## src/rtl/fetch_sequencer_pkg.sv

```systemverilog
// fetch_sequencer_pkg
//   Shared definitions for the fetch/sequencing unit: sequencer FSM states,
//   decoder mode encodings, the NOP instruction word and the bit positions
//   inside the compare-flag vector.
package fetch_sequencer_pkg;

  // Sequencer control states.
  typedef enum logic [1:0] {
    IDLE = 2'b00,
    RUN  = 2'b01,
    HALT = 2'b10
  } seq_state_t;

  // Decoder mode encodings carried on NextState / CurrState.
  localparam logic [1:0] MODE_REG    = 2'b00;
  localparam logic [1:0] MODE_TARGET = 2'b01;
  localparam logic [1:0] MODE_IMM    = 2'b10;
  localparam logic [1:0] MODE_NOP    = 2'b11;

  // Instruction word presented to the decoder whenever the program is not running.
  localparam logic [8:0] NOP_INSTR = 9'h000;

  // Compare-flag layout: {zero, equal, gt}.
  localparam int CMP_W     = 3;
  localparam int CMP_ZERO  = 2;
  localparam int CMP_EQUAL = 1;
  localparam int CMP_GT    = 0;

endpackage

```

## src/rtl/fetch_sequencer_pc_reg.sv

```systemverilog
// fetch_sequencer_pc_reg
//   Program counter register with start-load, branch-load, increment and hold.
//   The counter never wraps: an increment requested while at the top of the
//   address space is ignored, and at_top tells the owner that the next
//   sequential fetch would overrun the ROM.
// Ports:
//   clk          in   clock, rising edge
//   reset_n      in   synchronous active-low reset (loads START_ADDR)
//   load_start   in   load START_ADDR (highest priority after reset)
//   load_branch  in   load branch_addr
//   branch_addr  in   absolute branch destination
//   incr         in   advance by one (ignored at top of ROM)
//   pc           out  current program counter
//   at_top       out  pc is all ones
module fetch_sequencer_pc_reg #(
  parameter int PC_W       = 10,
  parameter int START_ADDR = 0
) (
  input  logic            clk,
  input  logic            reset_n,
  input  logic            load_start,
  input  logic            load_branch,
  input  logic [PC_W-1:0] branch_addr,
  input  logic            incr,
  output logic [PC_W-1:0] pc,
  output logic            at_top
);

  localparam logic [PC_W-1:0] START_PC = PC_W'(START_ADDR);

  logic [PC_W-1:0] pc_reg;
  logic [PC_W-1:0] pc_next;

  assign at_top = &pc_reg;
  assign pc     = pc_reg;

  always_comb begin
    pc_next = pc_reg;
    if (load_start) begin
      pc_next = START_PC;
    end else if (load_branch) begin
      pc_next = branch_addr;
    end else if (incr && !at_top) begin
      pc_next = pc_reg + PC_W'(1);
    end
  end

  always_ff @(posedge clk) begin
    if (!reset_n) begin
      pc_reg <= START_PC;
    end else begin
      pc_reg <= pc_next;
    end
  end

endmodule

```

## src/rtl/fetch_sequencer.sv

```systemverilog
// fetch_sequencer
//   Fetch/sequencing unit between a combinational instruction ROM and the
//   control decoder. Owns the program counter, the decoder mode register,
//   the previous-instruction register and the compare-flag register, and
//   gates instruction delivery around a Start/Done handshake.
// Ports:
//   Clk               in   clock, rising edge
//   Reset             in   synchronous active-low reset
//   Start             in   (re)launch request, honoured in IDLE/HALT only
//   InstrIn           in   ROM word at ProgCtr
//   NextState         in   decoder next mode
//   PrevInstructionIn in   decoder's copy of the current instruction
//   CMPBitsIn         in   new compare flags {zero, equal, gt}
//   CMPLoadEn         in   capture CMPBitsIn
//   BranchEn          in   take branch this cycle
//   BranchTarget      in   absolute branch target (zero-extended)
//   Ack               in   decoder end-of-program flag
//   ProgCtr           out  ROM address
//   Instruction       out  InstrIn while running, NOP otherwise
//   CurrState         out  registered decoder mode
//   PrevInstruction   out  registered previous instruction
//   CMPBits           out  registered compare flags
//   Running           out  in RUN
//   Done              out  in HALT
//   Fault             out  sticky PC overrun flag
//   CycleCount        out  saturating count of RUN cycles
module fetch_sequencer
  import fetch_sequencer_pkg::*;
#(
  parameter int PC_W       = 10,
  parameter int INSTR_W    = 9,
  parameter int START_ADDR = 0,
  parameter int CNT_W      = 16
) (
  input  logic               Clk,
  input  logic               Reset,
  input  logic               Start,
  input  logic [INSTR_W-1:0] InstrIn,
  input  logic [1:0]         NextState,
  input  logic [INSTR_W-1:0] PrevInstructionIn,
  input  logic [CMP_W-1:0]   CMPBitsIn,
  input  logic               CMPLoadEn,
  input  logic               BranchEn,
  input  logic [8:0]         BranchTarget,
  input  logic               Ack,
  output logic [PC_W-1:0]    ProgCtr,
  output logic [INSTR_W-1:0] Instruction,
  output logic [1:0]         CurrState,
  output logic [INSTR_W-1:0] PrevInstruction,
  output logic [CMP_W-1:0]   CMPBits,
  output logic               Running,
  output logic               Done,
  output logic               Fault,
  output logic [CNT_W-1:0]   CycleCount
);

  seq_state_t         state_reg, state_next;
  logic [1:0]         mode_reg, mode_next;
  logic [INSTR_W-1:0] prev_reg, prev_next;
  logic [CMP_W-1:0]   cmp_reg, cmp_next;
  logic               fault_reg, fault_next;
  logic [CNT_W-1:0]   cnt_reg, cnt_next;

  logic               pc_load_start;
  logic               pc_load_branch;
  logic               pc_incr;
  logic               pc_at_top;

  fetch_sequencer_pc_reg #(
    .PC_W       (PC_W),
    .START_ADDR (START_ADDR)
  ) u_pc (
    .clk         (Clk),
    .reset_n     (Reset),
    .load_start  (pc_load_start),
    .load_branch (pc_load_branch),
    .branch_addr (PC_W'(BranchTarget)),
    .incr        (pc_incr),
    .pc          (ProgCtr),
    .at_top      (pc_at_top)
  );

  always_comb begin
    state_next     = state_reg;
    mode_next      = mode_reg;
    prev_next      = prev_reg;
    cmp_next       = cmp_reg;
    fault_next     = fault_reg;
    cnt_next       = cnt_reg;
    pc_load_start  = 1'b0;
    pc_load_branch = 1'b0;
    pc_incr        = 1'b0;

    case (state_reg)
      IDLE, HALT: begin
        if (Start) begin
          state_next    = RUN;
          pc_load_start = 1'b1;
          mode_next     = MODE_REG;
          prev_next     = INSTR_W'(NOP_INSTR);
          cmp_next      = '0;
          cnt_next      = '0;
          fault_next    = 1'b0;
        end
      end

      RUN: begin
        // Every RUN cycle is counted, the Ack cycle included.
        if (!(&cnt_reg)) begin
          cnt_next = cnt_reg + CNT_W'(1);
        end
        // Flags are captured on the Ack cycle too, so the final compare
        // result of the program survives into HALT.
        if (CMPLoadEn) begin
          cmp_next = CMPBitsIn;
        end
        if (Ack) begin
          // End of program beats a simultaneous branch; PC freezes.
          state_next = HALT;
          mode_next  = MODE_REG;
        end else begin
          mode_next = NextState;
          prev_next = PrevInstructionIn;
          if (BranchEn) begin
            pc_load_branch = 1'b1;
          end else if (pc_at_top) begin
            // Sequential fetch past the last ROM word: stop rather than wrap.
            fault_next = 1'b1;
            state_next = HALT;
          end else begin
            pc_incr = 1'b1;
          end
        end
      end

      default: begin
        state_next = IDLE;
      end
    endcase
  end

  always_ff @(posedge Clk) begin
    if (!Reset) begin
      state_reg <= IDLE;
      mode_reg  <= MODE_REG;
      prev_reg  <= '0;
      cmp_reg   <= '0;
      fault_reg <= 1'b0;
      cnt_reg   <= '0;
    end else begin
      state_reg <= state_next;
      mode_reg  <= mode_next;
      prev_reg  <= prev_next;
      cmp_reg   <= cmp_next;
      fault_reg <= fault_next;
      cnt_reg   <= cnt_next;
    end
  end

  assign Instruction     = (state_reg == RUN) ? InstrIn : INSTR_W'(NOP_INSTR);
  assign CurrState       = mode_reg;
  assign PrevInstruction = prev_reg;
  assign CMPBits         = cmp_reg;
  assign Running         = (state_reg == RUN);
  assign Done            = (state_reg == HALT);
  assign Fault           = fault_reg;
  assign CycleCount      = cnt_reg;

endmodule

```

## config.mk

```make
export PLATFORM = sky130hd
export DESIGN_NAME = fetch_sequencer
export DESIGN_NICKNAME = d
export VERILOG_FILES = /design/src/rtl/fetch_sequencer_pkg.sv /design/src/rtl/fetch_sequencer_pc_reg.sv /design/src/rtl/fetch_sequencer.sv
export SDC_FILE = /design/constraint.sdc
export NUM_CORES = 1
export LEC_CHECK = 0
export CAP_MARGIN = 40
export CORE_MARGIN = 3
export CORE_UTILIZATION = 34
export DETAILED_ROUTE_END_ITERATION = 16
export PLACE_DENSITY = 0.62
export SETUP_SLACK_MARGIN = 0.15
export SYNTH_ARGS = -nofsm -noshare
export SYNTH_HDL_FRONTEND = slang
export SYNTH_SLANG_ARGS = --single-unit
```

## constraint.sdc

```tcl
create_clock -name Clk -period 2.7 [get_ports Clk]
set_input_delay 0.27 -clock Clk [delete_from_list [all_inputs] [get_ports Clk]]
set_output_delay 0.27 -clock Clk [all_outputs]
set_load 0.05 [all_outputs]
```

# After elaboration in Yosys (flattened, before gate mapping)
# Index checks and enable logic that the tools add are counted.
[classes]
addsub = 2
n_mux = 34
bitwise_logic = 1
n_reduce_logical = 16
n_eq_ne = 10
[op_table]
columns = ["op", "count"]
rows = [
  ["$mux 9", 5],
  ["$mux 16", 2],
  ["$pmux 16 s2", 1],
  ["$pmux 9 s2", 1],
  ["$add 16x1->16 const B", 1],
  ["$reduce_and 16->1", 1],
  ["$mux 1", 13],
  ["$mux 2", 6],
  ["$reduce_and 3->1", 4],
  ["$add 10x1->10 const B", 1],
  ["$ne 2x2->1 const B", 5],
  ["$reduce_and 10->1", 1],
  ["$pmux 2 s2", 2],
  ["$mux 3", 2],
  ["$pmux 3 s2", 1],
  ["$reduce_and 5->1", 1],
  ["$reduce_bool 2->1", 2],
  ["$reduce_or 2->1", 2],
  ["$ne 3x2->1 const B", 1],
  ["$ne 3x3->1 const B", 1],
  ["$reduce_or 3->1", 1],
  ["$eq 2x1->1 const B", 1],
  ["$eq 2x2->1 const B", 1],
  ["$logic_not 2->1", 1],
  ["6 further kinds", 6],
]
[totals]
out_inout_bits = 52
word_cells = 71
in_bits = 38
ff_bits = 43

# Depth between registers and ports, before layout
[logic_depth]
word_depth = 8
depth_mapped = 6
mapped_depth_nobuf = 5

# Hierarchy
# From an unflattened synthesis, not the netlist that was laid out.
[hier_totals]
hier_cells = 282
hier_area_um2 = 2275.9
[by_module_without_submodules]
columns = ["module", "area_each_um2", "cells_per_inst", "seq_area_each_um2", "n_inst"]
rows = [
  ["fetch_sequencer", 1601.5, 198, 660.6, 1],
  ["fetch_sequencer_pc_reg", 674.4, 84, 200.2, 1],
]

# Worst setup path after synthesis
# OpenSTA, ideal clock, no wires.
[synth_timing]
kind = "register to register"
startpoint = "register u_pc.pc_reg[0] (netlist: u_pc.pc[0])"
endpoint = "register u_pc.pc_reg[7] (netlist: u_pc.pc[7])"
path_stages_with_launch = 6
t_arrival_ps = 2039
required_time_ps = 2578
slack_ps = 539
path_buffers = 0
setup_time_ps = 122
period_less_slack_ps = 2161
path_cell_list = "dfxtp_1 -> ha_1 -> nand4_1 -> nor3_1 -> nor3_1 -> o311a_1"
[synth_via]
elab_chain_len = 7
elab_cells_between_ends = 11
classes_between = "1 x add/sub; 6 x mux; 4 x reduce/logical"
[synth_rtl]
columns = ["element", "line", "rtl"]
rows = [
  ["from (decl)", "fetch_sequencer_pc_reg.sv:31", "logic [PC_W-1:0] pc_reg;"],
  ["from (signal assigned)", "fetch_sequencer_pc_reg.sv:52", "pc_reg <= pc_next;"],
  ["parallel branches: the longest is 7 deep, another holds $add 10x1->10", "--", ""],
]
# Several ways; the timed one is not identified. The select of a mux whose other input is x is not followed.
# A chain may end at the register's enable or synchronous reset.

# Worst setup path in the final report
[layout_timing]
startpoint = "register state_reg[1]"
endpoint = "output Running"
[layout_via]
elab_chain_len = 1
[layout_rtl]
columns = ["element", "line", "rtl"]
rows = [
  ["from (decl)", "fetch_sequencer.sv:57", "seq_state_t state_reg, state_next;"],
  ["from (signal assigned)", "fetch_sequencer.sv:151", "state_reg <= state_next;"],
  ["$eq 2x1->1", "fetch_sequencer.sv:164", "assign Running = (state_reg == RUN);"],
  ["to (decl)", "fetch_sequencer.sv:51", "output logic Running,"],
]
# Every way passes these cells.

==> impl_results.html <==
<table>
<tr><th>Metric</th><th>Value</th></tr>
<tr><th colspan="2">Timing</th></tr>
<tr><td>Count of endpoints failing setup in the final report</td><td>0</td></tr>
<tr><td>Total Neg Setup Slack</td><td>0 ns</td></tr>
<tr><td>Relative max-transition margin</td><td>0.6080</td></tr>
<tr><td>Crit share post-route</td><td>0.8171</td></tr>
<tr><td>Highest Clock Rate</td><td>0.4532 GHz</td></tr>
<tr><td>Final clock skew</td><td>0.008931 ns</td></tr>
<tr><td>Final-report hold violation count</td><td>0</td></tr>
<tr><td>Slew of the pin with the lowest slew margin</td><td>0.5817 ns</td></tr>
<tr><td>Tmin final</td><td>between 2 and 2.5 ns</td></tr>
<tr><td>Setup repair after global routing missed its margin</td><td>false</td></tr>
<tr><td>Number of max-slew violations in the final report</td><td>0</td></tr>
<tr><td>Final setup slack of the worst path</td><td>0.4937 ns</td></tr>
<tr><th colspan="2">Final layout</th></tr>
<tr><td>Area growth, synth to finish</td><td>48.92%</td></tr>
<tr><td>Sequential cell area</td><td>860.8 sq um</td></tr>
<tr><td>Layout cell share with drive strength beyond 1</td><td>0.07872</td></tr>
<tr><td>Leading cell type in the layout, fill and taps excluded</td><td>sky130_fd_sc_hd__clkdlybuf4s50_1</td></tr>
<tr><td>Final-layout fill cell count</td><td>587</td></tr>
<tr><td>Max FFs per register</td><td>16</td></tr>
<tr><td>Area of the multi-input gates</td><td>0.001194 sq mm</td></tr>
<tr><td>Antenna fix cells</td><td>0</td></tr>
<tr><td>Net count reported at finish</td><td>382</td></tr>
<tr><td>Utilization after layout</td><td>0.5303</td></tr>
<tr><td>Most used cells in the layout excluding fill and tap cells</td><td>80 x sky130_fd_sc_hd__clkdlybuf4s50_1, 43 x sky130_fd_sc_hd__dfxtp_1, 22 x sky130_fd_sc_hd__nand2_1, 16 x sky130_fd_sc_hd__buf_4, 15 x sky130_fd_sc_hd__a21oi_1</td></tr>
<tr><th colspan="2">Synth</th></tr>
<tr><td>Fraction of registers with async set or reset after synthesis</td><td>0</td></tr>
<tr><td>Number of warning messages in the yosys log</td><td>0</td></tr>
<tr><td>Post-synth EDFFs</td><td>0</td></tr>
<tr><td>Flops &amp; latches, synth</td><td>43</td></tr>
<tr><td>Post-synth cell types</td><td>53</td></tr>
<tr><td>Cells after Synth</td><td>252</td></tr>
<tr><td>Syn Nets</td><td>292</td></tr>
<tr><td>Synthesized area per cell</td><td>8.515 sq um</td></tr>
<tr><td>Ys flop type</td><td>sky130_fd_sc_hd__dfxtp_1</td></tr>
<tr><td>Sequential element share of the synthesized area</td><td>0.4012</td></tr>
<tr><td>Area of the mapped netlist</td><td>0.002146 sq mm</td></tr>
<tr><th colspan="2">Route</th></tr>
<tr><td>Number of search-and-repair iterations in the first detailed-routing pass</td><td>5</td></tr>
<tr><td>Via count</td><td>2332</td></tr>
<tr><td>Drc violations</td><td>0</td></tr>
<tr><td>Wire per inst</td><td>between 15 and 20 um</td></tr>
<tr><td>Aggregate routed wire length</td><td>6.337 mm</td></tr>
<tr><td>Count of nets left with antenna violations after detail routing</td><td>0</td></tr>
<tr><td>Per-cell via count in the routed design</td><td>5.579</td></tr>
<tr><td>Violation count after the first detailed-routing iteration</td><td>152</td></tr>
<tr><th colspan="2">Clock tree</th></tr>
<tr><td>TritonCTS clock tree</td><td>built</td></tr>
<tr><td>Max Root-Sink Buffers</td><td>2</td></tr>
<tr><td>TritonCTS Sinks</td><td>43</td></tr>
<tr><td>Num CTS Buffers</td><td>5</td></tr>
<tr><td>H-tree levels</td><td>2</td></tr>
<tr><td>Hold-fix buffers at CTS</td><td>0</td></tr>
<tr><td>Resized Gates After CTS</td><td>0</td></tr>
<tr><td>Number of post-CTS setup repair buffers</td><td>0</td></tr>
<tr><td>Clk_lat worst skew</td><td>approximately 0.3 ns</td></tr>
<tr><td>Clock-pin slew on the worst setup and hold paths</td><td>0.08 ns</td></tr>
<tr><td>Root buffer selected by CTS</td><td>sky130_fd_sc_hd__clkbuf_8</td></tr>
<tr><th colspan="2">Global routing</th></tr>
<tr><td>Number of antenna violations at the first check in global routing</td><td>0</td></tr>
<tr><td>Wire length of the first global-routing pass</td><td>10.49 mm</td></tr>
<tr><td>Remaining global-route overflow</td><td>0</td></tr>
<tr><td>Global-route usage over all layers</td><td>0.1751</td></tr>
<tr><td>Vias in the first global route</td><td>2176</td></tr>
<tr><td>Maximum number of pins on one net before global-route repair</td><td>18</td></tr>
<tr><th colspan="2">Floorplanning</th></tr>
<tr><td>Starting Density</td><td>0.3561</td></tr>
<tr><td>Number of rows in the core area</td><td>28</td></tr>
<tr><td>IO Count</td><td>90</td></tr>
<tr><td>Die boundary width</td><td>roughly 85 um</td></tr>
<tr><td>Die height</td><td>between 80 and 90 um</td></tr>
<tr><td>Die Area</td><td>0.007301 sq mm</td></tr>
<tr><td>Area of the placeable core</td><td>between 0.006 and 0.007 sq mm</td></tr>
<tr><th colspan="2">Setup path</th></tr>
<tr><td>Critical Path End Type</td><td>primary output</td></tr>
<tr><td>Category of the most critical setup path</td><td>reg -&gt; out</td></tr>
<tr><td>Internal reg-to-reg setup slack</td><td>0.59 ns</td></tr>
<tr><td>Critical Path Source Type</td><td>flip-flop</td></tr>
<tr><td>Crit Reg-Reg Endpoint</td><td>CycleCount[13]$_SDFFE_PN0P_</td></tr>
<tr><td>Timing startpoint of the critical path</td><td>state_reg[1]$_SDFFE_PN0P_</td></tr>
<tr><td>Startpoint of the worst-slack reg-to-reg timing path</td><td>CycleCount[0]$_SDFFE_PN0P_</td></tr>
<tr><td>CP Max Fanout</td><td>11</td></tr>
<tr><td>Cell count of the worst reg-to-reg path</td><td>5</td></tr>
<tr><td>Setup crit end</td><td>Running</td></tr>
<tr><td>Critical Path AT</td><td>1.94 ns</td></tr>
<tr><td>Data required time of the worst path</td><td>roughly 2.4 ns</td></tr>
<tr><th colspan="2">Power</th></tr>
<tr><td>VDD IR-drop max</td><td>just under 200 uV</td></tr>
<tr><td>Leakage power figure</td><td>1.113 nW</td></tr>
<tr><td>Pwr per Cell Area</td><td>412.3 mW/mm^2</td></tr>
<tr><th colspan="2">Run status</th></tr>
<tr><td>Outcome</td><td>finished clean</td></tr>
<tr><th colspan="2">Placement</th></tr>
<tr><td>Setup Slack @ Placement</td><td>0.6206 ns</td></tr>
<tr><td>Sum of net half-perimeters after detailed placement</td><td>4.641 mm</td></tr>
<tr><td>Number of port buffers</td><td>89</td></tr>
<tr><td>Routability cong.</td><td>0.8896</td></tr>
<tr><th colspan="2">Min path</th></tr>
<tr><td>Path class of the lowest-slack min-delay path</td><td>reg -&gt; reg</td></tr>
<tr><th colspan="2">Flow run</th></tr>
<tr><td>Max-cap violation count</td><td>0</td></tr>
</table>
worst max-delay path, cell delays in order (launching register included):
cell	delay, ns
sky130_fd_sc_hd__dfxtp_1	0.37
sky130_fd_sc_hd__nand2b_1	0.18
sky130_fd_sc_hd__inv_1	0.23
sky130_fd_sc_hd__clkdlybuf4s50_1	0.86
cell families (layout without fill, tap and decap cells):
| kind of cell | Yosys count | count (layout) | share of synthesized area |
|---|---|---|---|
| xor gates and xnor gates | 1 | 1 | 0.004082 |
| buffers and inverters | 24 | 115 | 0.04256 |
| adders and majority gates | 2 | 2 | 0.01166 |
| muxes | 1 | 1 | 0.004665 |
| AOI/OAI and AO/OA | 79 | 79 | 0.2706 |
| and+or+nand+nor | 102 | 102 | 0.2653 |
| DFF | 43 | 43 | 0.4012 |
area by class of cell:
cell class / instances / area share
clock buffers: 6 / 0.02271
well taps: 75 / 0.02937
repair buffers: 96 / 0.2882
inverters: 11 / 0.01292
clock inverters: 2 / 0.003915
multi-input cells: 185 / 0.3735
flip-flops and latches: 43 / 0.2694
through the flow:
stage	area, sq um	hold WS [ns]	instances	power [mW]
after floorplan	2146	0.4060	252	0.8125
after CTS	3196	0.4766	418	1.332
after detailed placement	3110	0.4567	410	0.9328
after global placement	3110	0.4492	410	0.9328
final	3196	0.4702	418	1.318
after global routing	3196	0.4903	418	1.381
how the worst min path moves through the flow:
stage,from,cells after the start,slack [ns],end
floorplan,PrevInstructionIn[7],2,0.41,PrevInstruction[7]$_SDFFE_PN0P_
global placement,PrevInstruction[0]$_SDFFE_PN0P_,1,0.45,PrevInstruction[0]$_SDFFE_PN0P_
detailed placement,PrevInstruction[4]$_SDFFE_PN0P_,1,0.46,PrevInstruction[4]$_SDFFE_PN0P_
CTS,PrevInstruction[4]$_SDFFE_PN0P_,1,0.48,PrevInstruction[4]$_SDFFE_PN0P_
global route,PrevInstruction[2]$_SDFFE_PN0P_,1,0.49,PrevInstruction[2]$_SDFFE_PN0P_
finish,PrevInstruction[4]$_SDFFE_PN0P_,1,0.47,PrevInstruction[4]$_SDFFE_PN0P_
synth_stat cells (2+ instances only):
| cell type | n | area [sq um] |
|---|---|---|
| sky130_fd_sc_hd__a32oi_1 | 2 | 17.52 |
| sky130_fd_sc_hd__nand3b_1 | 2 | 15.01 |
| sky130_fd_sc_hd__a31oi_1 | 10 | 62.56 |
| sky130_fd_sc_hd__clkbuf_1 | 11 | 41.29 |
| sky130_fd_sc_hd__nand2b_1 | 2 | 12.51 |
| sky130_fd_sc_hd__nand3_1 | 14 | 70.07 |
| sky130_fd_sc_hd__a21oi_1 | 15 | 75.07 |
| sky130_fd_sc_hd__a211oi_1 | 3 | 22.52 |
| sky130_fd_sc_hd__a311oi_1 | 2 | 17.52 |
| sky130_fd_sc_hd__o31ai_1 | 3 | 22.52 |
| sky130_fd_sc_hd__o21ai_0 | 13 | 65.06 |
| sky130_fd_sc_hd__a32o_1 | 10 | 100.1 |
| sky130_fd_sc_hd__nand2_1 | 22 | 82.58 |
| sky130_fd_sc_hd__and2_1 | 10 | 62.56 |
| sky130_fd_sc_hd__nor4_1 | 6 | 37.54 |
| sky130_fd_sc_hd__nor3b_1 | 3 | 22.52 |
| sky130_fd_sc_hd__a22oi_1 | 2 | 15.01 |
| sky130_fd_sc_hd__ha_1 | 2 | 25.02 |
| sky130_fd_sc_hd__nand4_1 | 7 | 43.79 |
| sky130_fd_sc_hd__and3_1 | 4 | 25.02 |
| sky130_fd_sc_hd__nor2_1 | 12 | 45.04 |
| sky130_fd_sc_hd__dfxtp_1 | 43 | 860.8 |
| sky130_fd_sc_hd__a211o_1 | 4 | 35.03 |
| sky130_fd_sc_hd__o211a_1 | 3 | 30.03 |
| sky130_fd_sc_hd__or3_1 | 3 | 18.77 |
| sky130_fd_sc_hd__inv_1 | 11 | 41.29 |
| sky130_fd_sc_hd__nor3_1 | 6 | 30.03 |
| sky130_fd_sc_hd__or4_1 | 2 | 15.01 |
report_power, final:
part | switching, mW | internal (mW)
clock | 0.219 | 0.181
combinational | 0.148 | 0.111
sequential | 0.0124 | 0.646
total | 0.380 | 0.938
routing by layer:
layer / up-vias / share of wire / track usage
li1: 1152 / - / -
met1: 1075 / 0.46 / 0.2438
met2: 99 / 0.45 / 0.2698
met3: 6 / 0.078 / 0.04272
met4: 0 / 0.012 / 0.04748
met5: - / 0 / 0
(Power assumes the default switching activity.)
